### src/rtl/grf_sb.sv
// ---------------------------------------------------------------------------
// grf_sb : general register file with write-through bypass and a per-register
//          pending-write scoreboard for the D stage of the pipelined MIPS core.
//
// Register 0 reads as zero and is never written or counted. Each other
// register r has an outstanding-write counter cnt[r]:
//    - an accepted issue to r adds one;
//    - a writeback to r removes one;
//    - an issue and a writeback to r in the same cycle cancel out.
// The hazard unit stalls on rd_busy.
//
// Parameters
//   DATA_W  register width
//   ADDR_W  register address width (depth = 2**ADDR_W)
//   NUM_RD  number of read ports
//   CNT_W   outstanding-write counter width (max = 2**CNT_W-1)
//
// Ports
//   clk, reset           rising-edge clock, synchronous active-high reset
//   we, wa, wd           writeback enable / address / data (from W)
//   w_pc                 PC of the writing instruction (trace output only)
//   iss_en, iss_addr     issue of an instruction writing iss_addr
//   iss_ready            issue accepted this cycle when iss_en && iss_ready
//   rd_addr, rd_data     packed read ports, port k at [k*W +: W]
//   rd_busy              port k operand still has a write in flight
//   sb_err               sticky: writeback arrived with nothing outstanding
//
// Configuration macro
//   GRF_TRACE_EN  when defined, each register write is printed, and a warning
//                 is printed when sb_err first sets.
// ---------------------------------------------------------------------------
module grf_sb #(
   parameter int DATA_W = 32,
   parameter int ADDR_W = 5,
   parameter int NUM_RD = 2,
   parameter int CNT_W  = 2
) (
   input  logic                     clk,
   input  logic                     reset,
   input  logic                     we,
   input  logic [ADDR_W-1:0]        wa,
   input  logic [DATA_W-1:0]        wd,
   input  logic [31:0]              w_pc,
   input  logic                     iss_en,
   input  logic [ADDR_W-1:0]        iss_addr,
   output logic                     iss_ready,
   input  logic [NUM_RD*ADDR_W-1:0] rd_addr,
   output logic [NUM_RD*DATA_W-1:0] rd_data,
   output logic [NUM_RD-1:0]        rd_busy,
   output logic                     sb_err
);

   localparam int              DEPTH   = 1 << ADDR_W;
   localparam logic [CNT_W-1:0] CNT_MAX = '1;
   localparam logic [CNT_W-1:0] CNT_ONE = CNT_W'(1);

   logic [DATA_W-1:0] regs [DEPTH];
   logic [CNT_W-1:0]  cnt  [DEPTH];
   logic              sb_err_q;

   logic              wb_act;
   logic              iss_act;
   logic              err_set;
   logic [DEPTH-1:0]  inc_v;
   logic [DEPTH-1:0]  dec_v;

   assign wb_act = we && (wa != '0);

   // A full counter can still take an issue when the same register retires
   // one write this cycle: the two cancel and the count stays at max.
   assign iss_ready = (iss_addr == '0) || (cnt[iss_addr] != CNT_MAX) ||
                      (we && (wa == iss_addr));

   assign iss_act = iss_en && iss_ready && (iss_addr != '0);

   // Untracked writeback: nothing outstanding and no issue cancelling it.
   assign err_set = wb_act && (cnt[wa] == '0) && !(iss_act && (iss_addr == wa));

   always_comb begin
      inc_v = '0;
      dec_v = '0;
      if (iss_act) inc_v[iss_addr] = 1'b1;
      if (wb_act)  dec_v[wa]       = 1'b1;
   end

   always_ff @(posedge clk) begin
      if (reset) begin
         for (int r = 0; r < DEPTH; r++) begin
            regs[r] <= '0;
            cnt[r]  <= '0;
         end
         sb_err_q <= 1'b0;
      end else begin
         if (wb_act) regs[wa] <= wd;
         for (int r = 0; r < DEPTH; r++) begin
            if (inc_v[r] && !dec_v[r]) begin
               cnt[r] <= cnt[r] + CNT_ONE;
            end else if (dec_v[r] && !inc_v[r] && (cnt[r] != '0)) begin
               cnt[r] <= cnt[r] - CNT_ONE;
            end
         end
         sb_err_q <= sb_err_q | err_set;
      end
   end

   assign sb_err = sb_err_q;

   // Read ports: combinational, with write-through of the current writeback.
   for (genvar k = 0; k < NUM_RD; k++) begin : g_rd
      logic [ADDR_W-1:0] a;
      logic              hit;
      assign a   = rd_addr[k*ADDR_W +: ADDR_W];
      assign hit = we && (wa == a);
      assign rd_data[k*DATA_W +: DATA_W] = (a == '0) ? '0 :
                                           hit        ? wd : regs[a];
      // The last outstanding write being bypassed now makes the operand usable.
      assign rd_busy[k] = (a != '0) && (cnt[a] != '0) &&
                          !(hit && (cnt[a] == CNT_ONE));
   end

`ifdef GRF_TRACE_EN
   always_ff @(posedge clk) begin
      if (!reset && wb_act) begin
         $display("%d@%h: $%d <= %h", $time, w_pc, wa, wd);
      end
      if (!reset && err_set && !sb_err_q) begin
         $display("%d@%h: grf_sb warning: untracked writeback to $%d", $time, w_pc, wa);
      end
   end
`else
   logic unused_w_pc;
   assign unused_w_pc = ^w_pc;
`endif

endmodule

### config.mk
export PLATFORM = sky130hd
export DESIGN_NAME = grf_sb
export DESIGN_NICKNAME = d
export VERILOG_FILES = /design/src/rtl/grf_sb.sv
export SDC_FILE = /design/constraint.sdc
export NUM_CORES = 2
export LEC_CHECK = 0
export CAP_MARGIN = 20
export CORE_ASPECT_RATIO = 1.25
export CORE_UTILIZATION = 49
export CTS_CLUSTER_SIZE = 12
export DETAILED_ROUTE_END_ITERATION = 8
export MAX_ROUTING_LAYER = met4
export PLACE_DENSITY = 0.66
export SETUP_SLACK_MARGIN = 0.05
export SYNTH_ARGS = -nofsm -noshare
export SYNTH_HDL_FRONTEND = slang
export SYNTH_SLANG_ARGS = --single-unit
### constraint.sdc
create_clock -name clk -period 10.3 [get_ports clk]
set_input_delay 3.09 -clock clk [delete_from_list [all_inputs] [get_ports clk]]
set_output_delay 3.09 -clock clk [all_outputs]
set_load 0.1 [all_outputs]
; Yosys cells after proc, flatten, opt, wreduce, memory -nomap -nowiden
; Memory sizes are Yosys's and may differ from the RTL's.
; Cells that the tools add are included.
[op_classes]
addsub = 64
n_lt_le_gt_ge = 4
n_eq_ne = 7
mux = 306
bitwise_logic = 65
n_reduce_logical = 225
[op_table]
columns = op, count
row1 = $mux 1, 232
row2 = $mux 32, 7
row3 = $mux 2, 64
row4 = $logic_and 1x1->1, 113
row5 = $reduce_bool 2->1, 34
row6 = $logic_not 1->1, 67
row7 = $or 1x1->1, 65
row8 = $add 2x1->2 const B, 32
row9 = $sub 2x1->2 const B, 32
row10 = $reduce_or 32->1, 1
row11 = $eq 5x5->1, 4
row12 = $reduce_bool 5->1, 4
row13 = $logic_not 5->1, 3
row14 = $lt 5x6->1 const B, 2
row15 = $demux 1 s5, 2
row16 = $ge 5x1->1 const B, 2
row17 = $mux 5, 1
row18 = $eq 2x1->1 const B, 2
row19 = $logic_not 2->1, 1
row20 = $logic_or 1x1->1, 2
row21 = $ne 2x2->1 const B, 1
[word_totals]
regBits = 1
ramBits = 1088
input_bits = 88
output_inout_bits = 68
word_cells = 674
memories = 2
[memory_table]
columns = memory, depth, width, rd, rd_clocked_by_memory_dff, write_ports, line
row1 = regs, 32, 32, 2, 0, 32, 57  ; logic [DATA_W-1:0] regs [DEPTH];
row2 = cnt, 32, 2, 36, 0, 32, 58  ; logic [CNT_W-1:0] cnt [DEPTH];

; Depth between registers and ports, before layout
; An unclocked memory read counts as a cell.
[depth]
ltp_word = 15
depth_mapped = 11
ltp_nobuf = 8

; Worst setup path after synthesis
; OpenSTA, ideal clock, no wires.
[synth_path]
path_kind = input to output
start = input port rd_addr[0]
end = output port rd_data[13]
arrival_ns = 6.856
path_slack_ns = 0.354
path_stages = 10
n_path_buf = 6
path_cell_list = clkbuf_1 > buf_2 > buf_2 > buf_2 > xnor2_1 > nand3_1 > buf_2 > buf_2 > nor2_1 > a211oi_1
[synth_via]
elab_chain_len = 4
[synth_rtl]
columns = element, line
row1 = "start, declared", 47  ; input logic [NUM_RD*ADDR_W-1:0] rd_addr,
row2 = "parallel branches: the longest is 3 deep, another holds $mem_v2 32x32", -
row3 = $mux 32 *, 114  ; assign rd_data[k*DATA_W +: DATA_W] = (a == '0) ? '0 :
row4 = "end, declared", 48  ; output logic [NUM_RD*DATA_W-1:0] rd_data,
; Mark *: on every way between the ends.

; Final worst setup path
[layout_path]
start = input port rd_addr[0]
end = output port rd_data[23]
; The elaborated chain is that of the path after synthesis.

==> summary.txt <==
Critical path
  • Crit Path Category: in -> out
  • Data arrival, critical path: 6.14 ns
  • Req. time, crit path: between 7 and 8 ns
  • Flop-to-flop setup slack: around 7.1 ns
  • Crit Path Max Fanout: between 70 and 80
  • Reg2reg path depth: 8
  • Worst Setup End Kind: output pin
  • Reg-to-reg endpoint: cnt[11][1]
  • Worst setup SP type: input port
  • Critical register-to-register path startpoint: cnt[20][1]

STA
  • Clk_skew: 0.0203 ns
  • Setup violators final: 0
  • Post-route clock period utilization: roughly 90%
  • Least-Margin Pin Slew: 1.15 ns
  • F_max: between 100 and 150 MHz
  • Final Hold Viols: 0
  • Slew Limit Fails: 0
  • Worst hold slack: 0.456 ns
  • Clock period minus final worst setup slack: about 9.2 ns
  • Setup TNS: 0 ns
  • Slew HR: 23.5%
  • RSZ-0062 raised after global routing: no

Floorplan
  • Site Rows: ~150
  • Die height: roughly 400 um
  • Starting Density: 49.4%
  • I/O pin cnt: about 160
  • Die width: 319 um
  • Core ar.: roughly 120000 sq um
  • Die Area: 127000 sq um

Route
  • Vias per std cell: ~7
  • First-pass iteration count of the detailed router: 5
  • Via Count: 40.4k
  • Wire length per cell: about 36 um
  • Antenna-violating nets left: 0
  • DRC viols: 0
  • Routed WL: approximately 210 mm
  • Initial DRC Count: roughly 5.7k

Placement
  • HPWL after detailed placement: 117 mm
  • PortBufs: roughly 120
  • GP Congestion: 0.889
  • Placed Area: around 65000 sq um

CTS
  • # H-tree levels: 3
  • CTS buffer count: 110
  • Clock Sinks: ~1.1k
  • Root Buffer: clkbuf_16
  • Worst-path clk slew: roughly 0.06 ns
  • Clk Latency, worst-skew pair: 0.75 ns
  • CTS tree: built
  • Max clock buf depth: 3
  • Post-CTS sizing: 0
  • Setup bufs post-CTS: 0
  • Hold Buf Count CTS: 0

Power
  • Pwr Density: approximately 160 nW/um^2
  • Peak VDD IR: about 0.00015 V
  • P_leak: around 24 nW

Global routing
  • Initial antenna violation count: 9
  • Vias in the first global route: 40.4k
  • GRT overflow: 0
  • First-pass GRT wire length: 295 mm
  • GRT Util Overall: 34.0%
  • Largest net degree at the start of global routing: 91

Logic synthesis
  • Largest family of logic cells by synthesized area: multiplexers
  • Post-Syn Area: roughly 60000 sq um
  • Sequential fraction of the synthesis area: 53.1%
  • Avg Cell Area, Syn: 14.9 sq um
  • Cell count after synthesis: a little over 4k
  • Synth Area in Simple Gates: 13.4%
  • Ys async rst share: 0%
  • Yosys warns: 0
  • Post-Synth Adder-Cell Area: less than 1%
  • Yosys cell types: 65
  • Post-Synth XOR/XNOR Area: 0.512%
  • Top_reg_cell synth: edfxtp_1
  • Mux cell area share after synthesis: about a quarter
  • Post-synth EDFFs: around 1.1k
  • Fraction of the mapped netlist area in compound gates: roughly 3.5%
  • #FFs+latches synth: ~1.1k

Layout
  • Share of cells above drive strength 1: a little over a quarter
  • Footprint of the multi-input gates: 27400 sq um
  • Nets: 4164
  • Fill cell count: 9821
  • Area Overhead vs Synth: 11.6%
  • Final Cell Area: a little under 70000 sq um
  • Reg area: 32700 sq um
  • Most frequent cells in the layout: edfxtp_1, and2_1, mux4_2
  • Most common library cell in the layout ignoring fill and taps: edfxtp_1

Min path
  • Hold EP: sb_err
  • Hold WC Path Type: reg -> reg
  • Hold path startpoint: sb_err
  • Hold depth: 2

Flow run
  • Max-cap violations: 0

Status
  • Status: finished clean
## worst max path at each step
stage               start          end  slack [ns]  cells past startpoint
3_5_place_dp   rd_addr[0]  rd_data[23]         1.0                      7
6_report       rd_addr[0]  rd_data[23]        1.07                      7
5_1_grt        rd_addr[0]  rd_data[22]        0.90                      9
4_1_cts        rd_addr[0]  rd_data[23]         1.0                      7
2_1_floorplan  rd_addr[0]  rd_data[13]        0.35                     10
3_3_place_gp   rd_addr[0]  rd_data[23]        1.02                      7
## state kept, by name, summed over array words and instances (netlist names)
name	count
cnt	64
regs	1024
sb_err	1
## stage by stage
step                      utilization (%)  cells  power, mW  setup slack, ns
final                                55.1   5769       11.2             1.07
after global routing                 55.1   5766       11.4            0.900
after CTS                            55.0   5762       11.2            0.996
after detailed placement             52.4   5577       7.37            0.995
after global placement               52.4   5573       7.33             1.02
after floorplan                         -   4161       6.64            0.354
## layer usage
layer / up-vias / part of all wire [%] / global-route usage, %
met4: 0 / 6.2 / 19.1
met1: 21000 / 35 / 42.5
met3: 616 / 11 / 5.85
li1: 16100 / - / -
met5: - / 0 / -
met2: 2647 / 48 / 52.9
## synth_stat cells (34+ instances only)
cell / count / share of area [%]
edfxtp_1: 1088 / 53
and2_1: 773 / 7.8
mux4_2: 666 / 24
clkbuf_1: 361 / 2.2
and3_1: 231 / 2.3
nor2_1: 152 / 0.93
mux2i_1: 121 / 2.0
a211oi_1: 115 / 1.4
buf_2: 84 / 0.68
nand2_1: 78 / 0.48
a21oi_1: 64 / 0.52
nand3_1: 44 / 0.36
nor3_1: 41 / 0.33
buf_1: 34 / 0.21
## power by group
group          total (mW)  switching, mW  leakage [nW]  internal (mW)
registers            5.28          0.142          10.4           5.13
logic                2.02           1.22          11.9          0.804
clock network        3.86           1.75          1.59           2.11
total                11.2           3.11          23.9           8.05
## worst max-delay path, stage by stage
cell and delay [ns]:
buf_8 0.69, buf_4 0.35, mux4_2 0.51, mux4_2 0.48, mux2i_1 0.45, a211oi_1 0.23, buf_12 0.25
## area by class of cell
cell class              instances  area share [%]
well taps                    1617            2.94
repair buffers                286            4.78
clock buffers                 145            4.22
clock inverters                40           0.571
diodes                          4          0.0146
inverters                      13          0.0819
multi-input cells            2575            39.9
flip-flops and latches       1089            47.5
## cells by family after synthesis
group                      Yosys count
and+or+nand+nor                   1412
DFF                               1089
muxes                              789
buffers and inverters              497
AOI/OAI and AO/OA                  303
xor gates and xnor gates            36
adders and majority gates            1
other                                1
Power figures use the tool's default switching activity.
